<file path="src/rtl/shreg_serializer_ctrl.sv">
// shreg_serializer_ctrl
//   Parallel-in / serial-out sequencer built on a WIDTH-cell load/shift chain.
//   Words are accepted through a valid/ready handshake, parallel-loaded into
//   the chain, and shifted out LSB-first, one bit per cycle unless paused.
//
// Handshake: a word transfers on a rising edge where start_valid and
//   start_ready are both high. The producer must hold data_in stable while
//   start_valid is high and start_ready is low. start_ready is not a function
//   of start_valid, so there is no combinational loop through the handshake.
//
// Ports:
//   clk          clock, all state updates on the rising edge
//   reset        asynchronous, active-high clear of all state
//   start_valid  producer offers data_in
//   start_ready  block will accept data_in on this edge
//   data_in      parallel word to load
//   fill_bit     value shifted into the top cell
//   pause        consumer stall, freezes the chain and the bit counter
//   serial_out   current serial bit (cell 0)
//   bit_valid    serial_out carries a data bit
//   bit_last     serial_out is bit WIDTH-1 of the word
//   done         one-cycle pulse after the last bit is consumed
//   busy         word in flight
//   chain_q      all cell outputs
module shreg_serializer_ctrl #(
  parameter int WIDTH = 8
) (
  input  logic             clk,
  input  logic             reset,
  input  logic             start_valid,
  output logic             start_ready,
  input  logic [WIDTH-1:0] data_in,
  input  logic             fill_bit,
  input  logic             pause,
  output logic             serial_out,
  output logic             bit_valid,
  output logic             bit_last,
  output logic             done,
  output logic             busy,
  output logic [WIDTH-1:0] chain_q
);

  localparam int CW = $clog2(WIDTH);

  typedef enum logic {
    IDLE  = 1'b0,
    SHIFT = 1'b1
  } state_t;

  state_t           state;
  logic [CW-1:0]    cnt;
  logic [WIDTH-1:0] q;
  logic [WIDTH-1:0] shift_in;
  logic [WIDTH-1:0] q_next;
  logic             done_r;

  logic             in_shift;
  logic             is_last;
  logic             accept;
  logic             load_en;
  logic             shift_en;

  assign in_shift = (state == SHIFT);
  assign is_last  = in_shift && (cnt == CW'(WIDTH - 1));

  // Ready in IDLE, or on the last bit when it is actually being consumed,
  // which lets the next word load on the same edge (gapless streaming).
  // Held low while reset is asserted.
  assign start_ready = ~reset & (~in_shift | (is_last & ~pause));
  assign accept      = start_valid & start_ready;
  assign load_en     = accept;
  assign shift_en    = in_shift & ~pause;

  // Per-cell mux: load overrides shift, shift overrides hold.
  genvar i;
  generate
    for (i = 0; i < WIDTH; i++) begin : g_cell
      if (i == WIDTH - 1) begin : g_top
        assign shift_in[i] = fill_bit;
      end else begin : g_mid
        assign shift_in[i] = q[i+1];
      end
      assign q_next[i] = load_en  ? data_in[i] :
                         shift_en ? shift_in[i] : q[i];
    end
  endgenerate

  always_ff @(posedge clk or posedge reset) begin
    if (reset) begin
      q <= '0;
    end else begin
      q <= q_next;
    end
  end

  // Sequencer FSM. The chain itself is steered by load_en/shift_en above;
  // this block tracks which bit is on serial_out and issues done.
  always_ff @(posedge clk or posedge reset) begin
    if (reset) begin
      state  <= IDLE;
      cnt    <= '0;
      done_r <= 1'b0;
    end else begin
      done_r <= 1'b0;
      case (state)
        IDLE: begin
          if (accept) begin
            cnt   <= '0;
            state <= SHIFT;
          end
        end
        SHIFT: begin
          if (!pause) begin
            if (is_last) begin
              done_r <= 1'b1;
              cnt    <= '0;
              // Without a new word the chain still takes its final shift.
              if (!accept) begin
                state <= IDLE;
              end
            end else begin
              cnt <= cnt + 1'b1;
            end
          end
        end
        default: begin
          state <= IDLE;
          cnt   <= '0;
        end
      endcase
    end
  end

  assign serial_out = q[0];
  assign chain_q    = q;
  assign bit_valid  = in_shift;
  assign busy       = in_shift;
  assign bit_last   = is_last;
  assign done       = done_r;

endmodule

</file>
<file path="config.mk">
export PLATFORM = sky130hd
export DESIGN_NAME = shreg_serializer_ctrl
export DESIGN_NICKNAME = d
export VERILOG_FILES = /design/src/rtl/shreg_serializer_ctrl.sv
export SDC_FILE = /design/constraint.sdc
export NUM_CORES = 1
export LEC_CHECK = 0
export CORE_MARGIN = 3
export CORE_UTILIZATION = 41
export DETAILED_ROUTE_END_ITERATION = 10
export PLACE_DENSITY = 0.76
export SETUP_SLACK_MARGIN = 0.1
export SYNTH_ARGS = -nofsm -noshare
export SYNTH_HDL_FRONTEND = slang
export SYNTH_SLANG_ARGS = --single-unit
</file>
<file path="constraint.sdc">
create_clock -name clk -period 2.15 [get_ports clk]
set_clock_uncertainty 0.15 [all_clocks]
set_input_delay 0.3225 -clock clk [delete_from_list [all_inputs] [get_ports clk]]
set_output_delay 0.3225 -clock clk [all_outputs]
set_load 0.01 [all_outputs]
</file>
---- Yosys cells after proc, flatten, opt, wreduce, memory -nomap -nowiden ----
Cells that the tools add are included.
storage, ports and cells
  logic and storage cells ................. 46
  output and inout bits ................... 14
  bits of input ports ..................... 13
  flip-flop bits (word level) ............. 13
cells by class
  add/subtract/negate cells ............... 1
  reduce and logical (&&, ||, !) cells .... 3
  mux-type cells .......................... 27
  equality and inequality tests ........... 3
  bitwise gates (word level) .............. 8
operators by type and width
  kind                   count
  $mux W1                22
  $mux W3                3
  $pmux W3 S2            1
  $and A1 B1 Y1          4
  $ne A2 B2 Y1 const B   2
  $add A3 B1 Y3 const B  1
  $eq A3 B3 Y1 const B   1
  $not A1 Y1             3
  $pmux W1 S2            1
  $reduce_and A2 Y1      1
  $reduce_bool A2 Y1     1
  $logic_and A1 B1 Y1    1
  $or A1 B1 Y1           1

---- Logic depth before layout (Yosys ltp) ----
Gate-level depths: netlist of the first run.
  depth in word-level cells ............... 10
  mapped depth ............................ 6
  gate-level depth less buffers ........... 5

---- Worst setup path before layout of the first run ----
OpenSTA, ideal clock, no wires.
  path kind ............................... reg-to-reg
  from .................................... register cnt[0]
  to ...................................... register q[1], in the netlist chain_q[1]
  setup slack ............................. 269 ps
  required time ........................... 1875 ps
  data arrival time ....................... 1606 ps
  stages on the path, launching flop included .. 7
  path buffers ............................ 1
  setup time .............................. 125 ps
  period minus slack after synthesis ...... 1881 ps
  cell sequence ........................... dfrtp_1 -> ha_1 -> ha_1 -> nor2b_2 -> o211ai_2 -> buf_4 -> mux2_2
on the way
  word-level cells in the longest chain between the ends .. 7
  elaborated cells on any way between the ends .. 8
  those cells by class .................... eq/ne (1); mux (1); bitwise (4); reduce/logical (2)
RTL lines
  what                                                  line  RTL
  from (decl)                                           51    logic [CW-1:0] cnt;
  from (signal assigned)                                122   cnt <= cnt + 1'b1;
  $eq A3 B3 Y1 *                                        64    assign is_last = in_shift && (cnt == CW'(WIDTH - 1));
  $logic_and A1 B1 Y1 *                                 64
  $and A1 B1 Y1 *                                       69    assign start_ready = ~reset & (~in_shift | (is_last & ~pause));
  $or A1 B1 Y1 *                                        69
  $and A1 B1 Y1 *                                       69
  $and A1 B1 Y1 *                                       70    assign accept = start_valid & start_ready;
  $mux W1 / $reduce_bool A2 Y1 (equally long branches)  n/a
  to (signal assigned)                                  92    q <= q_next;
  to (decl)                                             52    logic [WIDTH-1:0] q;
Every way passes the cells marked *; elsewhere a longest branch is shown, timed or not.
A chain may end at the register's enable or synchronous reset.

---- Worst setup path in the final report of the first run ----
  from .................................... register cnt[0]
  to ...................................... output port start_ready
on the way
  word-level cells in the longest chain between the ends .. 5
RTL lines
  what                 line  RTL
  $eq A3 B3 Y1         64
  $logic_and A1 B1 Y1  64
  $and A1 B1 Y1        69
  $or A1 B1 Y1         69
  $and A1 B1 Y1        69
  to (decl)            31    output logic start_ready,
No other way between the ends.

==> parameters.txt, run 1 <==
Parameter                              Value

Status
  Result of the run    finished clean

Placement
  GPL Wtd Cong    0.731
  Port Buffer Count    26
  DP HPWL    1110 µm
  Total placed instance area    965 µm²

Die
  Die Y    46.7 µm
  Die outline area    2180 µm²
  Std-Cell Core Area    1540 µm²
  Initial standard-cell utilization of the core    44.1%
  Number of placement rows    14
  Horizontal die dimension    46.7 µm
  Total I/O pin count    27

Clocking
  Clock latency of the later-clocked register in the worst-skew pair    270 ps
  Buffer cell driving the clock tree root    sky130_fd_sc_hd__clkbuf_4
  CTS tree    built
  Clock sinks    13
  H-Tree Depth    1
  Maximum clock path buffer count    2
  Total CTS buffers    3
  Buffers inserted by post-CTS timing repair    0
  Clock-pin slew of the registers on the worst-case setup and hold paths    80 ps

STA
  Final number of setup-violating endpoints    0
  Final Hold Violating Endpoints    0
  Minimum clock period    1980 ps
  Setup TNS    0 ps
  Count of pins over their slew limit    0
  Max_slew headroom    85.7%
  Worst-margin pin slew    215 ps
  Unrepaired setup endpoints after global routing    false
  Final period util    91.9%
  FMAX    0.506 GHz

Job
  Max Cap Viol    0

Routing
  Via count normalized by instance count    5.08
  First-pass detailed-route iteration total    1
  Remaining routing DRC violations    0
  Total Wirelength    1410 µm
  Final ANT Viol Nets    0
  Detailed-route wire length per cell    14.2 µm
  Routed vias    503
  Drt initial violations    0

Critical path
  Critical path class    reg -> out
  CP Buf/Inv Count    1
  Worst Path Max Fanout    3
  Worst Reg-to-Reg Cells    6
  Slowest cell on crit path    sky130_fd_sc_hd__dfrtp_1
  Most Frequent Cell on Critical Path    sky130_fd_sc_hd__ha_2
  Worst Setup SP    cnt[0]
  CP top delay family    flip-flops
  Cell Chain, Critical Path    ha_2 -> ha_2 -> nor2b_2 -> o21a_1 -> buf_2
  Endpoint of the most critical register-to-register path    chain_q[7]
  Critical Path End Type    output port
  Worst path max stage delay    400 ps
  Minimum setup slack among reg-to-reg paths    270 ps
  Kind of start point of the critical path    flip-flop
  R2r startpoint    cnt[0]
  Worst EP arrival    1500 ps
  Worst Path Required    1680 ps

Synth
  Count of unique library cells instantiated by Yosys    17
  Cell area after technology mapping    679 µm²
  Mean post-synth cell area    12.8 µm²
  Synthesis-stage register bit count    13
  Synthesized netlist cell count    53
  Cell taking the most area after synthesis    sky130_fd_sc_hd__dfrtp_1
  Syn. warnings    0
  Leading post-synthesis cells by instance count    sky130_fd_sc_hd__mux2_2, sky130_fd_sc_hd__dfrtp_1, sky130_fd_sc_hd__a31o_2, sky130_fd_sc_hd__buf_4, sky130_fd_sc_hd__inv_1
  Most used flip-flop cell after synthesis    sky130_fd_sc_hd__dfrtp_1
  Share of the yosys chip area belonging to registers    47.9%
  Number of nets produced by synthesis    68
  Ys async rst share    100%
  Most common cell in the synthesized netlist    sky130_fd_sc_hd__mux2_2
  Synth top area share    47.9%
  Number of flops mapped to enable cells by yosys    0
  Synth top area cells    sky130_fd_sc_hd__dfrtp_1, sky130_fd_sc_hd__mux2_2, sky130_fd_sc_hd__mux2_4

Global routing
  Number of antenna violations at the first check in global routing    0
  Total Routing Usage GR    15.0%
  Pin count of the biggest net entering global routing    14
  Routing usage on met3    3.52%
  GR met2 Demand/Resource    25.0%
  Busiest layer in global routing    met2
  Met1 Usage GRT    17.8%
  Vias in the first global route    542
  GRT Residual Overflow    0
  Wire length of the first global-routing pass    2290 µm

Power and ir drop
  Cell-internal power    0.000894 W
  Leakage    0.443 nW
  Pwr Density    1320 nW/µm²
  IR Drop Worst-Case VDD    0.645 mV
  Fraction of power consumed by sequential logic    34.4%
  Logic pwr share    53.9%
  P_sw    0.000407 W
  Switching part of the total power    31.3%
  Clock share of power    11.8%

Hold path
  Class of the tightest hold or removal check    in -> async

Cells and area
  Non-Filler Cell Area, Final    990 µm²
  Area growth from synthesis to layout    45.7%
  Number of diodes added for antenna fixing    0
  Fraction of final layout cells with drive strength greater than 1    38.6%
  # nets final    99
==> how the worst max path moves through the flow <==
stage,to,depth (start not counted)
after floorplan,chain_q[1],6
after global placement,start_ready,4
after detailed placement,start_ready,5
after CTS,start_ready,5
after global routing,start_ready,5
final,start_ready,5
==> cell families after synthesis <==
group | count (synthesis) | share of synthesized area [%]
compound gates | 6 | 7.55
fa+ha+maj | 2 | 3.68
buf+inv | 8 | 6.45
flops | 13 | 47.9
mux | 16 | 27.6
simple gates | 8 | 6.81
==> metal layers <==
metal	routed length [µm]	share of wire [%]
met5	0	0
met2	739	52
met3	80	5.7
met4	0	0
met1	588	42
==> power groups by stage <==
stage | clock network [W] | logic, W | registers (W)
floorplan | 0 | 0.000380 | 0.000478
global placement | 0 | 0.000695 | 0.000448
detailed placement | 0 | 0.000713 | 0.000452
CTS | 0.000161 | 0.000711 | 0.000449
global route | 0.000170 | 0.000766 | 0.000463
finish | 0.000153 | 0.000701 | 0.000447
==> state kept, by name, summed over array words and instances, names as in the netlist <==
register / cells
bit_valid: 1
cnt: 3
chain_q: 8
done: 1
==> stage by stage <==
stage                     utilization, %  hold WS (ps)  power (W)  worst slack [ps]  cells
final                               64.2           305    0.00130               174     99
after global routing                64.2           326    0.00140               102     99
after CTS                           64.2           299    0.00132               159     99
after detailed placement            62.6           366    0.00116              71.5     95
after global placement              62.6           351    0.00114              87.9     95
after floorplan                        -          72.7   0.000858               269     53
==> repair_timing <==
item	in CTS	in global routing
endpoints found under the setup margin	2	0
gates resized for setup	7	0
hold buffers	0	0
==> placed cells by master (no fill, tap or decap), types with 2 or more instances in the layout <==
cell type	instances
sky130_fd_sc_hd__clkdlybuf4s50_1	24
sky130_fd_sc_hd__mux2_2	14
sky130_fd_sc_hd__dfrtp_1	13
sky130_fd_sc_hd__buf_4	5
sky130_fd_sc_hd__inv_1	3
sky130_fd_sc_hd__a31o_2	3
sky130_fd_sc_hd__clkbuf_4	3
sky130_fd_sc_hd__nor2_1	2
sky130_fd_sc_hd__mux2_4	2
sky130_fd_sc_hd__and3_1	2
sky130_fd_sc_hd__ha_2	2
==> cell type report <==
type / count / area, µm²
Multi-Input combinational cell: 32 / 315
Tap cell: 16 / 20.0
Timing Repair Buffer: 31 / 292
Inverter: 3 / 11.3
Sequential cell: 13 / 325
Clock buffer: 4 / 26.3
Fill cell: 127 / 552
==> tightest hold or removal path, stage by stage <==
cell and delay, ps:
sky130_fd_sc_hd__clkdlybuf4s50_1 420, sky130_fd_sc_hd__inv_1 120, sky130_fd_sc_hd__buf_4 240
(Power assumes the default switching activity.)
==> run 2, diff against run 1 <==
--- a/config.mk
+++ b/config.mk
@@ -9,7 +9,8 @@
 export CORE_UTILIZATION = 41
 export DETAILED_ROUTE_END_ITERATION = 10
 export PLACE_DENSITY = 0.76
-export SETUP_SLACK_MARGIN = 0.1
+export SETUP_SLACK_MARGIN = 0.3
+export SKIP_CTS_REPAIR_TIMING = 1
 export SYNTH_ARGS = -nofsm -noshare
 export SYNTH_HDL_FRONTEND = slang
 export SYNTH_SLANG_ARGS = --single-unit
==> parameters.txt, run 2 (synthesized netlist as in run 1, its figures left out) <==
Parameter                              Value

Status
  Result of the run    finished clean (unchanged)

Routing
  Drt initial violations    4 (was 0)
  Detailed-route wire length per cell    15.3 µm (was 14.2 µm)
  Total Wirelength    1560 µm (was 1410 µm)
  Routed vias    521 (was 503)
  Final ANT Viol Nets    0 (unchanged)
  Via count normalized by instance count    5.11 (was 5.08)
  First-pass detailed-route iteration total    3 (was 1)
  Remaining routing DRC violations    0 (unchanged)

Placement
  Worst Setup Slack post-DPL    92.1 ps (was 71.5 ps)
  GPL Wtd Cong    0.727 (was 0.731)
  Port Buffer Count    26 (unchanged)
  DP HPWL    1090 µm (was 1110 µm)
  Number of placed instances, taps included    95 (unchanged)

Critical path
  Worst Path Max Fanout    3 (unchanged)
  Critical path class    reg -> out (unchanged)
  CP top delay family    flip-flops (unchanged)
  Critical Path End Type    output port (unchanged)
  Slowest cell on crit path    sky130_fd_sc_hd__dfrtp_1 (unchanged)
  Worst path max stage delay    410 ps (was 400 ps)
  Worst EP arrival    1450 ps (was 1500 ps)
  Cell Chain, Critical Path    ha_2 -> ha_4 -> nor2b_4 -> o21a_1 -> buf_2 (was ha_2 -> ha_2 -> nor2b_2 -> o21a_1 -> buf_2)
  Worst Reg-to-Reg Cells    6 (unchanged)
  CP Buf/Inv Count    1 (unchanged)
  Kind of start point of the critical path    flip-flop (unchanged)
  Worst Path Required    1680 ps (about the same)
  Worst path depth    5 (unchanged)

STA
  Count of pins over their slew limit    0 (unchanged)
  Final number of setup-violating endpoints    0 (unchanged)
  Worst-margin pin slew    258 ps (was 215 ps)
  Final Hold Violating Endpoints    0 (unchanged)
  Unrepaired setup endpoints after global routing    true (was false)
  Max_slew headroom    82.7% (was 85.7%)
  Minimum clock period    1930 ps (was 1980 ps)
  Final period util    89.6% (was 91.9%)
  Worst setup slack after layout    224 ps (was 174 ps)
  FMAX    0.519 GHz (was 0.506 GHz)

Power and ir drop
  Logic pwr share    57.0% (was 53.9%)
  Pwr Density    1320 nW/µm² (about the same)
  Switching part of the total power    31.2% (was 31.3%)
  P_sw    0.000438 W (was 0.000407 W)
  Fraction of power consumed by sequential logic    32.5% (was 34.4%)
  Clock share of power    10.6% (was 11.8%)
  Cell-internal power    0.000966 W (was 0.000894 W)
  Leakage    0.507 nW (was 0.443 nW)
  IR Drop Worst-Case VDD    0.814 mV (was 0.645 mV)

Global routing
  Pin count of the biggest net entering global routing    12 (was 14)
  Number of antenna violations at the first check in global routing    0 (unchanged)
  Wire length of the first global-routing pass    2200 µm (was 2290 µm)
  GRT Residual Overflow    0 (unchanged)
  Total Routing Usage GR    14.7% (was 15.0%)
  Vias in the first global route    494 (was 542)

Clocking
  Buffer cell driving the clock tree root    sky130_fd_sc_hd__clkbuf_4 (unchanged)
  Clock latency of the later-clocked register in the worst-skew pair    270 ps (about the same)
  Clock-pin slew of the registers on the worst-case setup and hold paths    80 ps (about the same)
  Maximum clock path buffer count    2 (unchanged)
  Clock sinks    13 (unchanged)
  H-Tree Depth    1 (unchanged)
  Total CTS buffers    3 (unchanged)
  CTS tree    built (unchanged)

Die
  Horizontal die dimension    46.7 µm (unchanged)
  Number of placement rows    14 (unchanged)
  Initial standard-cell utilization of the core    44.1% (unchanged)
  Die outline area    2180 µm² (unchanged)
  Total I/O pin count    27 (unchanged)
  Die Y    46.7 µm (unchanged)
  Std-Cell Core Area    1540 µm² (unchanged)

Cells and area
  # nets final    102 (was 99)
  Multi-input gate area in the final layout    353 µm² (was 315 µm²)
  Count of placed standard cells in the final layout, fillers left out    102 (was 99)
  Most common cell after layout, fill and taps aside    sky130_fd_sc_hd__clkdlybuf4s50_1 (unchanged)
  Fin util    68.8% (was 64.2%)
  Filler Cells Inserted    121 (was 127)
  Area growth from synthesis to layout    56.2% (was 45.7%)
  Highest-count cells in the layout ignoring fill and taps    sky130_fd_sc_hd__clkdlybuf4s50_1, sky130_fd_sc_hd__dfrtp_1, sky130_fd_sc_hd__mux2_2, sky130_fd_sc_hd__mux2_4, sky130_fd_sc_hd__buf_4 (was sky130_fd_sc_hd__clkdlybuf4s50_1, sky130_fd_sc_hd__mux2_2, sky130_fd_sc_hd__dfrtp_1)
  Max reg flops    8 (unchanged)
  Number of diodes added for antenna fixing    0 (unchanged)
  Fraction of final layout cells with drive strength greater than 1    40.7% (was 38.6%)
  Combined flip-flop and latch cell area    325 µm² (unchanged)

Job
  Max Cap Viol    0 (unchanged)

Hold path
  Class of the tightest hold or removal check    in -> async (unchanged)
[run 2: layout make-up]
class                   count  share of cell area (%)
inverters                   3                    1.06
repair buffers             34                    30.7
multi-input cells          32                    33.3
flip-flops and latches     13                    30.7
clock buffers               4                    2.48
well taps                  16                    1.89
[run 2: power by group through the flow]
stage          combinational [W]  sequential, W  clock, W
6_report                0.000800       0.000456  0.000148
5_1_grt                 0.000852       0.000473  0.000168
4_1_cts                 0.000713       0.000453  0.000155
3_5_place_dp            0.000705       0.000453         0
3_3_place_gp            0.000692       0.000448         0
2_1_floorplan           0.000384       0.000479         0
[run 2: through the flow]
step | area, µm² | hold slack [ps] | TNS [ps] | total power, W
global route | 1060 | 263 | 0 | 0.00149
CTS | 996 | 239 | -220 | 0.00132
detailed placement | 970 | 364 | 0 | 0.00116
floorplan | 688 | 72.7 | 0 | 0.000863
finish | 1060 | 248 | 0 | 0.00140
global placement | 970 | 355 | 0 | 0.00114
[run 2: final timing paths]
kind | start | endpoint | slack (ps)
setup / recovery | cnt[0] | start_ready | 220
hold / removal | reset | chain_q[7] | 250
setup reg to reg | cnt[0] | chain_q[0] | 260
hold reg to reg | cnt[1] | cnt[1] | 390
max in group asynchronous | reset | chain_q[0] | 1450
min in group clk | cnt[1] | cnt[1] | 390
[run 2: worst min-delay path, cell delays in order]
cell and delay, ps:
sky130_fd_sc_hd__clkdlybuf4s50_1 420, sky130_fd_sc_hd__inv_1 110, sky130_fd_sc_hd__buf_4 160
[run 2: per-layer routing]
metal	up-vias	share of wire, %	track usage (%)
li1	249	-	-
met1	251	43	19.7
met2	19	51	22.5
met3	2	5.2	3.91
met4	0	1.0	6.08
met5	-	0	0
